`src/rtl/seg_scan_decoder.sv`:
```
// Rebuilds the 4-digit hex value shown by a multiplexed seven-segment scan.
// Define SEG_ERR_CNT_EN to enable the saturating undecodable-capture counter on err_cnt.
module seg_scan_decoder #(
  parameter int SETTLE_CYC  = 16,
  parameter int TIMEOUT_CYC = 1000000
) (
  input  logic        clk,
  input  logic        rst,
  input  logic [3:0]  en_n,
  input  logic [6:0]  segs,
  output logic [15:0] value,
  output logic [3:0]  blank,
  output logic [3:0]  digit_err,
  output logic        frame_valid,
  output logic        frame_err,
  output logic        onehot_err,
  output logic        stale,
  output logic [7:0]  err_cnt
);
  localparam int SW = $clog2(SETTLE_CYC + 1);
  localparam int TW = $clog2(TIMEOUT_CYC + 1);
  localparam logic [SW-1:0] SETTLE_MAX = SW'(SETTLE_CYC);
  localparam logic [SW-1:0] SETTLE_M1  = SW'(SETTLE_CYC - 1);
  localparam logic [TW-1:0] TMO_MAX    = TW'(TIMEOUT_CYC);
  localparam logic [TW-1:0] TMO_M1     = TW'(TIMEOUT_CYC - 1);

  // Returns {err, blank, nibble}.
  function automatic logic [5:0] seg_decode(input logic [6:0] s);
    logic [5:0] r;
    r = 6'b10_0000;
    case (s)
      7'h7E: r = 6'h00;
      7'h30: r = 6'h01;
      7'h6D: r = 6'h02;
      7'h79: r = 6'h03;
      7'h33: r = 6'h04;
      7'h5B: r = 6'h05;
      7'h5F: r = 6'h06;
      7'h70: r = 6'h07;
      7'h7F: r = 6'h08;
      7'h7B: r = 6'h09;
      7'h77: r = 6'h0A;
      7'h1F: r = 6'h0B;
      7'h4E: r = 6'h0C;
      7'h3D: r = 6'h0D;
      7'h4F: r = 6'h0E;
      7'h47: r = 6'h0F;
      7'h00: r = 6'b01_0000;
      default: r = 6'b10_0000;
    endcase
    return r;
  endfunction

  logic [3:0]    en_s1_q, en_s2_q;
  logic [6:0]    seg_s1_q, seg_s2_q;
  logic [10:0]   pat_prev_q;
  logic [SW-1:0] stab_q, stab_d;
  logic [TW-1:0] to_q, to_d;
  logic [3:0]    mask_q, mask_d;
  logic          stale_q, stale_d;
  logic [15:0]   value_q;
  logic [3:0]    blank_q, derr_q;
  logic          fv_q, ferr_q, oh_err_q;
  logic [3:0]    nib_q [4];
  logic [3:0]    blk_st_q, derr_st_q;

  logic          chg, settle_hit, sel_ok, cap_dig, cap_bad, frame_go, to_hit;
  logic [1:0]    sel_idx;
  logic [5:0]    dec;

  assign chg        = {en_s2_q, seg_s2_q} != pat_prev_q;
  assign settle_hit = !chg && (stab_q == SETTLE_M1);
  assign dec        = seg_decode(seg_s2_q);

  always_comb begin
    sel_ok  = 1'b1;
    sel_idx = 2'd0;
    case (en_s2_q)
      4'b1110: sel_idx = 2'd0;
      4'b1101: sel_idx = 2'd1;
      4'b1011: sel_idx = 2'd2;
      4'b0111: sel_idx = 2'd3;
      default: sel_ok  = 1'b0;
    endcase
  end

  assign cap_dig  = settle_hit && sel_ok;
  assign cap_bad  = settle_hit && !sel_ok && (en_s2_q != 4'b1111);
  assign frame_go = (mask_q == 4'b1111);
  assign to_hit   = !cap_dig && (to_q == TMO_M1);

  always_comb begin
    stab_d = stab_q;
    if (chg)
      stab_d = '0;
    else if (stab_q != SETTLE_MAX)
      stab_d = stab_q + SW'(1);

    to_d = to_q;
    if (cap_dig)
      to_d = '0;
    else if (to_q != TMO_MAX)
      to_d = to_q + TW'(1);

    // A capture landing on the frame cycle already belongs to the next frame.
    mask_d = mask_q;
    if (frame_go || to_hit)
      mask_d = '0;
    if (cap_dig)
      mask_d[sel_idx] = 1'b1;

    stale_d = stale_q;
    if (frame_go)
      stale_d = 1'b0;
    if (to_hit)
      stale_d = 1'b1;
  end

  always_ff @(posedge clk) begin
    if (rst) begin
      en_s1_q    <= '0;
      en_s2_q    <= '0;
      seg_s1_q   <= '0;
      seg_s2_q   <= '0;
      pat_prev_q <= '0;
      stab_q     <= '0;
      to_q       <= '0;
      mask_q     <= '0;
      stale_q    <= 1'b0;
      value_q    <= '0;
      blank_q    <= '0;
      derr_q     <= '0;
      fv_q       <= 1'b0;
      ferr_q     <= 1'b0;
      oh_err_q   <= 1'b0;
    end else begin
      en_s1_q    <= en_n;
      en_s2_q    <= en_s1_q;
      seg_s1_q   <= segs;
      seg_s2_q   <= seg_s1_q;
      pat_prev_q <= {en_s2_q, seg_s2_q};
      stab_q     <= stab_d;
      to_q       <= to_d;
      mask_q     <= mask_d;
      stale_q    <= stale_d;
      fv_q       <= frame_go;
      oh_err_q   <= cap_bad;
      if (frame_go) begin
        value_q <= {nib_q[3], nib_q[2], nib_q[1], nib_q[0]};
        blank_q <= blk_st_q;
        derr_q  <= derr_st_q;
        ferr_q  <= |derr_st_q;
      end
    end
  end

  // Per-digit store is only read once all four digits were rewritten since the last clear.
  always_ff @(posedge clk) begin
    if (cap_dig) begin
      nib_q[sel_idx]     <= dec[3:0];
      blk_st_q[sel_idx]  <= dec[4];
      derr_st_q[sel_idx] <= dec[5];
    end
  end

`ifdef SEG_ERR_CNT_EN
  logic [7:0] err_cnt_q, err_cnt_d;

  always_comb begin
    err_cnt_d = err_cnt_q;
    if (cap_dig && dec[5] && (err_cnt_q != 8'hFF))
      err_cnt_d = err_cnt_q + 8'd1;
  end

  always_ff @(posedge clk) begin
    if (rst)
      err_cnt_q <= '0;
    else
      err_cnt_q <= err_cnt_d;
  end

  assign err_cnt = err_cnt_q;
`else
  assign err_cnt = 8'd0;
`endif

  assign value       = value_q;
  assign blank       = blank_q;
  assign digit_err   = derr_q;
  assign frame_valid = fv_q;
  assign frame_err   = ferr_q;
  assign onehot_err  = oh_err_q;
  assign stale       = stale_q;

endmodule

```
`config.mk`:
```
export PLATFORM = sky130hd
export DESIGN_NAME = seg_scan_decoder
export DESIGN_NICKNAME = d
export VERILOG_FILES = /design/src/rtl/seg_scan_decoder.sv
export SDC_FILE = /design/constraint.sdc
export NUM_CORES = 1
export LEC_CHECK = 0
export CAP_MARGIN = 10
export CORE_MARGIN = 3
export CORE_UTILIZATION = 45
export CTS_BUF_LIST = sky130_fd_sc_hd__clkbuf_16
export CTS_CLUSTER_SIZE = 8
export DETAILED_ROUTE_END_ITERATION = 8
export DONT_BUFFER_PORTS = 1
export MAX_ROUTING_LAYER = met4
export PLACE_DENSITY = 0.73
export SLEW_MARGIN = 15
export SYNTH_ARGS = -nofsm -noshare
export SYNTH_HDL_FRONTEND = slang
export SYNTH_SLANG_ARGS = --single-unit
```
`constraint.sdc`:
```
create_clock -name clk -period 2 [get_ports clk]
set_input_delay 0.6 -clock clk [delete_from_list [all_inputs] [get_ports clk]]
set_output_delay 0.6 -clock clk [all_outputs]
set_load 0.03 [all_outputs]
```
# After elaboration in Yosys (flattened, before gate mapping)
# Memory sizes are Yosys's and may differ from the RTL's. A register that Yosys moved wholly into a read port is not among the register bits.
# Index checks and enable logic that the tools add are counted.
# Widths: inputs -> output; s select.
[totals]
regBits = 82
ramBits = 16
input_bits = 13
output_inout_bits = 36
memories = 1
[mem_list]
columns = ["name", "depth", "word_bits", "rd", "rd_ports_with_merged_regs", "write_ports", "line", "source"]
rows = [
  ["nib_q", 4, 4, 4, 4, 1, "64", "logic [3:0] nib_q [4];"],
]
[op_classes]
n_addsub = 2
n_lt_le_gt_ge = 2
n_eq_ne = 27
muxes = 13
bitwise_logic = 1
reduce_logical = 16
[op_table]
columns = ["cell", "n"]
rows = [
  ["$pmux 6 s17", 1],
  ["$eq 7x7->1 const B", 12],
  ["$eq 7x6->1 const B", 3],
  ["$add 20x1->20 const B", 1],
  ["$eq 20x20->1 const B", 1],
  ["$ne 20x20->1 const B", 1],
  ["$eq 4x4->1 const B", 4],
  ["$ne 11x11->1", 1],
  ["$bwmux 4", 2],
  ["$mux 4", 2],
  ["$reduce_or 4->1", 2],
  ["$eq 7x5->1 const B", 1],
  ["$logic_not 7->1", 1],
  ["$logic_and 1x1->1", 6],
  ["$mux 1", 6],
  ["$pmux 2 s3", 1],
  ["$add 5x1->5 const B", 1],
  ["$eq 5x4->1 const B", 1],
  ["$ne 5x5->1 const B", 1],
  ["$eq 4x3->1 const B", 1],
  ["$ne 4x4->1 const B", 1],
  ["$or 4x4->4", 1],
  ["$reduce_or 2->1", 2],
  ["$logic_not 1->1", 3],
  ["5 further kinds", 5],
]

# Longest topological paths before layout
# Gate-level depths: netlist of the first run.
[logic_depth]
ltp_word = 10
depth_mapped = 9
depth_no_buf = 7

# Least setup slack after synthesis of the first run
# OpenSTA, ideal clock, no wires.
[synth_path]
path_type = "register -> register"
from = "register seg_s2_q[2]"
to = "register blk_st_q[0], enable pin"
arrival_ns = 1.745
t_required_ns = 1.650
path_slack_ns = -0.095
path_stages_with_launch = 7
synth_period_minus_slack_ns = 2.095
cell_sequence = "dfxtp_1 > clkbuf_1 > xnor2_1 > nand3_1 > or4_1 > buf_2 > nor2_1"
[synth_between]
elab_chain_cells = 4
[synth_rtl]
columns = ["item", "line", "source"]
rows = [
  ["start: declaration", "55", "logic [6:0] seg_s1_q, seg_s2_q;"],
  ["start signal: assignment", "140", "seg_s2_q <= seg_s1_q;"],
  ["$ne 11x11->1", "71", "assign chg = {en_s2_q, seg_s2_q} != pat_prev_q;"],
  ["$logic_not 1->1", "72", "assign settle_hit = !chg && (stab_q == SETTLE_M1);"],
  ["$logic_and 1x1->1", "72", ""],
  ["$logic_and 1x1->1", "87", "assign cap_dig = settle_hit && sel_ok;"],
  ["end signal: indexed assignment", "161", "blk_st_q[sel_idx] <= dec[4];"],
  ["end: declaration", "65", "logic [3:0] blk_st_q, derr_st_q;"],
]
# No other way between the ends.
# A chain may end at the register's enable or synchronous reset.

# Final worst setup path of the first run
[layout_path]
from = "register to_q[10]"
to = "register mask_q[2]"
[layout_between]
elab_chain_cells = 6
[layout_rtl]
columns = ["item", "line", "source"]
rows = [
  ["start: declaration", "58", "logic [TW-1:0] to_q, to_d;"],
  ["start signal: assignment", "143", "to_q <= to_d;"],
  ["$eq 20x20->1 (*)", "90", "assign to_hit = !cap_dig && (to_q == TMO_M1);"],
  ["$logic_and 1x1->1 (*)", "90", ""],
  ["$logic_or 1x1->1 (*)", "107", "if (frame_go || to_hit)"],
  ["$mux 4 (*)", "107", ""],
  ["$or 4x4->4 (no source line)", "--", ""],
  ["$mux 4 (*)", "109", "if (cap_dig)"],
  ["end signal: assignment", "144", "mask_q <= mask_d;"],
  ["end: declaration", "59", "logic [3:0] mask_q, mask_d;"],
]
# Mark *: on every way between the ends. The rest lies on a longest branch, timed or not.

==> results of run 1 <==
power breakdown:
part	total [W]	internal [W]	leakage [nW]	switching, W
Sequential	0.00240	0.00238	0.986	0.0000209
Combinational	0.000188	0.0000787	0.730	0.000109
Clock	0.00282	0.00174	0.278	0.00108
Total	0.00541	0.00420	1.99	0.00121
flip-flops by register name, indices dropped and copies added, names as in the netlist:
signal       flops
to_q            20
nib_q           16
value           16
pat_prev_q      11
seg_s1_q         7
seg_s2_q         7
stab_q           5
blank            4
blk_st_q         4
derr_st_q        4
digit_err        4
en_s1_q          4
en_s2_q          4
mask_q           4
frame_err        1
frame_valid      1
onehot_err       1
stale            1
synthesized netlist by cell type (2+ instances only):
master    count  area share, %
nand3_1      16            1.7
ha_1          5            1.4
nand4b_1      4           0.76
or4b_1        2           0.43
xnor2_1      19            3.6
buf_2         3           0.33
nand2b_1      2           0.27
o22ai_1       4           0.54
o211a_1       2           0.43
nor3_1        7           0.76
inv_1        13            1.1
o21ai_0       9           0.98
and3_1        5           0.68
mux2i_1       2           0.43
or4_1         2           0.33
dfxtp_1      90             39
a21oi_1      34            3.7
buf_4         8            1.3
nand2_1      68            5.5
edfxtp_1     24             16
nor4_1        4           0.54
nor2b_1      34            4.6
nor4b_1       2           0.38
nand4_1      10            1.4
clkbuf_1     19            1.5
or3_1         2           0.27
xor2_1       16            3.0
nand3b_1      4           0.65
and4_1        3           0.57
nor2_1       33            2.7
clkbuf_8      5            1.5
final timing paths:
check,end,slack (ns),depth (start not counted)
worst min-delay path,value[14],0.27,1
worst max register to register,mask_q[2],-0.11,5
worst max-delay path,mask_q[2],-0.11,5
worst min register to register,seg_s2_q[6],0.44,1
layout by cell type (no fill, tap or decap), types with 5 or more instances in the layout:
cell type,instances
inv_1,14
buf_6,5
a21oi_1,34
nor2b_1,34
buf_4,33
nand4_1,10
xnor2_1,19
clkbuf_16,19
conb_1,8
dfxtp_1,87
nand2_1,68
nand3_1,15
edfxtp_1,24
o21ai_0,9
nor2_1,33
clkinv_4,5
nor3_1,7
xor2_1,16
cell type report:
type,count,area share (%)
inverters,13,0.886
repair buffers,38,5.52
well taps,133,3.02
clock inverters,13,1.84
flip-flops and latches,114,45.9
clock buffers,19,8.63
multi-input cells,314,34.2
cells by family (layout without fill, tap and decap cells):
group	Yosys count	after routing
xor gates and xnor gates	35	35
buffers and inverters	50	83
other	1	8
AOI/OAI and AO/OA	57	57
DFF	114	114
muxes	2	2
adders and majority gates	6	6
and+or+nand+nor	206	206
per-layer routing:
layer | wire [um] | global-route usage [%] | up-vias
met5 | 0 | - | -
met4 | 63 | 5.75 | 0
met3 | 536 | 5.16 | 4
met2 | 4150 | 23.4 | 98
met1 | 3980 | 19.6 | 1476
li1 | - | - | 1631
timing repair:
| action | in CTS | in global routing |
|---|---|---|
| setup endpoints to repair | 49 | 50 |
| setup buffers | 0 | 4 |
| gates cloned | 0 | 2 |
| resized for setup | 2 | 18 |
| pin swaps | 0 | 1 |
through the flow:
stage                     instances  worst slack [ns]  TNS [ns]  hold slack, ns  instance area (um2)
after floorplan                 478           -0.0950     -2.35           0.414                 4640
after global placement          606           -0.0349    -0.657           0.423                 4810
after detailed placement        606           -0.0817     -2.02           0.423                 4810
after CTS                       638           -0.0855    -0.328           0.250                 5400
after global routing            644            -0.165     -1.14           0.238                 5510
final                           644            -0.107    -0.434           0.266                 5510
==> metrics.md, run 1 <==
| Metric | Value |
|---|---|
| Failing checks | `setup timing` |
| Worst Max-Slew Pin Slew | `0.906 ns` |
| CP arrival | `2.39 ns` |
| Die width | `107 um` |
| Post-route setup slack | `-0.107 ns` |
| Largest family of logic cells by synthesized area | `simple AND/OR/NAND/NOR gates` |
| Io pins | `49` |
| Worst setup startpoint | `to_q[10]` |
| Area fraction in compound gates after synthesis | `7.43%` |
| FF+latch area | `0.00253 mm2` |
| Post-synthesis async set-or-reset flop share | `0%` |
| Full die area | `0.0115 mm2` |
| Clock latency on the worst-skew pair | `0.41 ns` |
| Cell area power density | `982 mW/mm2` |
| CP max-delay cell | `or4_4` |
| PortBufs | `0` |
| Leak | `1.99 nW` |
| Max frequency | `475 MHz` |
| Tmin final | `2.11 ns` |
| Number of synthesized register bits | `114` |
| Fin Clk Skew | `0.0130 ns` |
| DR iter-0 viols | `197` |
| DRT Wirelength | `8730 um` |
| CTS sink count | `114` |
| GP Congestion | `0.869` |
| Syn Std Cell Area | `0.00462 mm2` |
| Total gr overflow | `0` |
| Max Cap Viol | `0` |
| HP Start | `rst` |
| Placed wire-length estimate | `5460 um` |
| Initial Util | `46.8%` |
| Maximum net fanout on the critical path | `4` |
| Area Overhead vs Synth | `19.4%` |
| Status | `complete, but fails checks` |
| Simple-Gate Fraction of Synth Area | `23.1%` |
| Hold-fix buffers, CTS | `0` |
| Clock Tree Root | `clkbuf_16` |
| Post-synth EDFFs | `24` |
| Crit share post-route | `105%` |
| Nets | `516` |
| Core ar. | `0.00986 mm2` |
| Adder-Cell Fraction of Synth Area | `1.57%` |
| Longest Clk Path Bufs | `2` |
| Pins Over Slew Limit | `0` |
| Pin count of the biggest net entering global routing | `64` |
| CP Capture Type | `flip-flop` |
| Post-synth cell types | `51` |
| Site row count | `36` |
| Hold Crit Class | `primary input to flip-flop` |
| Cts bufs inserted | `17` |
| Antenna Nets Post-Route | `0` |
| Xor/xnor cell area share of the yosys netlist | `6.64%` |
| Synth Warn # | `0` |
| CP Launch Type | `flip-flop` |
| Final hold vios | `0` |
| Post-Syn Instances | `471` |
| Unrepaired setup endpoints after global routing | `true` |
| Antenna Diode Count | `0` |
| Mean Syn Cell Area | `9.80 um2` |
| Via-to-Cell Ratio | `4.98` |
| CTS tree | `yes` |
| Utilization after layout | `55.8%` |
| Slew margin rel. | `38.7%` |
| Main synth FF type | `dfxtp_1` |
| Reg2reg start | `to_q[10]` |
| Drt pass-1 iters | `5` |
| Peak supply drop | `0.000522 V` |
| Number of global-route vias before repair | `2929` |
| Top delay family on crit path | `simple AND/OR/NAND/NOR gates` |
| Vias after detailed routing | `3209` |
| Share of layout cells above drive strength 1 | `16.6%` |
| H-tree depth | `4` |
| Initial antenna violation count | `0` |
| Global router's overall resource usage | `15.5%` |
| WL/cell | `13.6 um` |
| Layout fillers | `779` |
| Drt drc | `0` |
| Critical path required time | `2.29 ns` |
| Area of the multi-input gates | `0.00189 mm2` |
| Clock Pin Slew Worst Setup and Hold Paths | `0.06 ns` |
| Critical-path cell list | `or4b_1 > or4_4 > or3_4 > a2bb2oi_4 > o22ai_1` |
| Sequential-to-total area share from yosys stat | `54.6%` |
| Total power | `0.00541 W` |
| # setup viols final | `5` |
| Crit path kind | `flip-flop to flip-flop` |
| Die height | `107 um` |
| Buffers & Inverters on Critical Path | `0` |
| Crit-path max cell delay | `0.53 ns` |
| Portion of netlist area occupied by mux cells | `0.434%` |
| First-pass GRT wire length | `13800 um` |
No activity file was read; power rests on OpenSTA's default activity.
==> run 2: changes to the inputs <==
- CORE_UTILIZATION: 45 -> 40
- PLACE_DENSITY: 0.73 -> 0.67
==> run 2 against run 1 <==
Net effect: the run still ends with setup timing left; clock skew is 0.0029 ns lower; die area up 12%; critical path depth unchanged; final cell count grew 0.78%; first-iteration DRC count increased by 10%; sequential share of layout area increased by 0.15 points; worst setup slack better by 0.022 ns; non-clock buffer count decreased by 2; worst hold slack better by 0.0049 ns.
==> metrics.md, run 2 (synthesis results as in run 1) <==
| Metric | Value |
|---|---|
| Status | `complete, but fails checks` |
| Failing checks | `setup timing` |
| Clock Pin Slew Worst Setup and Hold Paths | `0.06 ns` |
| CP arrival | `2.36 ns` |
| Cell area power density | `963 mW/mm2` |
| Worst Max-Slew Pin Slew | `0.499 ns` |
| Fin Clk Skew | `0.0102 ns` |
| Pre-CTS setup slack | `-0.0853 ns` |
| CTS tree | `yes` |
| Placed wire-length estimate | `5830 um` |
| Site row count | `38` |
| Slew margin rel. | `66.2%` |
| Share of layout cells above drive strength 1 | `16.9%` |
| Final hold vios | `0` |
| Critical-path cell list | `or4b_1 > or4_4 > or3_4 > a2bb2oi_4 > o22ai_1` |
| DRT Wirelength | `8660 um` |
| Crit share post-route | `104%` |
| Crit-path max cell delay | `0.53 ns` |
| Die height | `113 um` |
| Peak supply drop | `0.000660 V` |
| Via-to-Cell Ratio | `4.93` |
| DP Cell Count | `615` |
| Leak | `1.97 nW` |
| Area Overhead vs Synth | `19.1%` |
| Full die area | `0.0129 mm2` |
| Flop pwr share | `45.4%` |
| Crit path kind | `flip-flop to flip-flop` |
| Top reg by flops | `to_q` |
| CP max-delay cell | `or4_4` |
| CP Capture Type | `flip-flop` |
| Unrepaired setup endpoints after global routing | `true` |
| Max Cap Viol | `0` |
| Antenna Diode Count | `0` |
| Internal Pwr Total | `0.00411 W` |
| Global router's overall resource usage | `14.7%` |
| CTS sink count | `114` |
| WL/cell | `13.3 um` |
| Io pins | `49` |
| Hold-fix buffers, CTS | `0` |
| Commonest cells after routing, fill and taps aside | `dfxtp_1 (87), nand2_1 (68), a21oi_1 (34), nor2b_1 (34), buf_4 (31)` |
| Most common cell after layout, fill and taps aside | `dfxtp_1` |
| Longest Clk Path Bufs | `2` |
| Maximum net fanout on the critical path | `4` |
| Pins Over Slew Limit | `0` |
| Total gr overflow | `0` |
| R2r setup slk | `-0.09 ns` |
| H-tree depth | `4` |
| Tmin final | `2.09 ns` |
| DR iter-0 viols | `217` |
| # setup viols final | `4` |
| CP Launch Type | `flip-flop` |
| WHS Endpoint | `pat_prev_q[2]` |
| Post-route setup slack | `-0.0852 ns` |
| TNS Setup | `-0.320 ns` |
| Initial antenna violation count | `0` |
| Worst r2r dst | `mask_q[2]` |
| Nets | `514` |
| Clock latency on the worst-skew pair | `0.40 ns` |
| PortBufs | `0` |
| Reg2Reg Depth | `5` |
| Reg2reg start | `to_q[12]` |
| Antenna Nets Post-Route | `0` |
| Initial Util | `41.7%` |
| Sw power | `0.00118 W` |
| HP Start | `rst` |
| Final instance area | `0.00550 mm2` |
| Final std cells w/o fill | `649` |
| Critical path required time | `2.28 ns` |
| Combinational power share | `3.3%` |
| Max frequency | `480 MHz` |
| Clock Tree Root | `clkbuf_16` |
| Clk pwr share | `51.4%` |
| Hold Path Stages | `1` |
| Cts bufs inserted | `17` |
| GP Congestion | `0.815` |
| Vias after detailed routing | `3201` |
| Pin count of the biggest net entering global routing | `64` |
| WHS | `0.271 ns` |
| Core ar. | `0.0111 mm2` |
| Switch share | `22.3%` |
| Number of global-route vias before repair | `3160` |
| Drt pass-1 iters | `4` |
| Post-Place Cell Area | `0.00484 mm2` |
| First-pass GRT wire length | `14600 um` |
| Drt drc | `0` |
| Max reg flops | `20` |
| Hold Crit Class | `primary input to flip-flop` |
| Die width | `113 um` |
-- run 2: cell types whose count changed in the layout (fill, tap and decap cells not counted), moves of 2 or more --
| cell | previous run | this run |
|---|---|---|
| nor2_4 | 0 | 3 |
| clkinv_2 | 1 | 3 |
| buf_4 | 33 | 31 |
| nor2_1 | 33 | 30 |
-- run 2: worst max-delay path by stage --
stage / start / end / cells past startpoint
6_report: to_q[12] / mask_q[2] / 5
5_1_grt: to_q[12] / mask_q[1] / 5
4_1_cts: to_q[8] / mask_q[1] / 5
3_5_place_dp: to_q[8] / mask_q[1] / 5
3_3_place_gp: to_q[8] / mask_q[0] / 5
2_1_floorplan: seg_s2_q[2] / blk_st_q[0] / 6
-- run 2: repair_timing --
item,CTS,global route
gates resized for setup,5,17
cloned,0,0
buffers inserted,0,2
pin swaps,0,1
setup endpoints to repair,29,49
-- run 2: critical path, delay by kind of cell, from the launching register on --
| family | cells | cell delay, ns |
|---|---|---|
| AO/OA/AOI/OAI | 2 | 0.26 |
| AND/OR/NAND/NOR | 3 | 1.39 |
| flip-flops | 1 | 0.30 |
-- run 2: per-layer routing --
metal / up-vias / GRT usage, % / wire, um
li1: 1629 / - / -
met1: 1488 / 17.2 / 3990
met2: 75 / 22.7 / 4000
met3: 9 / 5.57 / 529
met4: 0 / 6.49 / 130
met5: - / - / 0
-- run 2: cell type report --
type	count	area, um2
fillers	1011	5580
flip-flops and latches	114	2530
multi-input cells	314	1900
clock buffers	18	450
repair buffers	36	289
well taps	140	175
clock inverters	14	106
inverters	13	48.8
-- run 2: stage by stage --
stage / util, % / total power [W]
floorplan: - / 0.00261
global placement: 43.7 / 0.00261
detailed placement: 43.7 / 0.00262
CTS: 48.8 / 0.00535
global route: 49.6 / 0.00549
finish: 49.6 / 0.00529
-- run 2: power by group through the flow --
stage               Combinational, W  Clock, W  Sequential, W
floorplan                   0.000171         0        0.00244
global placement            0.000164         0        0.00245
detailed placement          0.000169         0        0.00245
CTS                         0.000170   0.00278        0.00240
global route                0.000195   0.00289        0.00240
finish                      0.000174   0.00272        0.00240
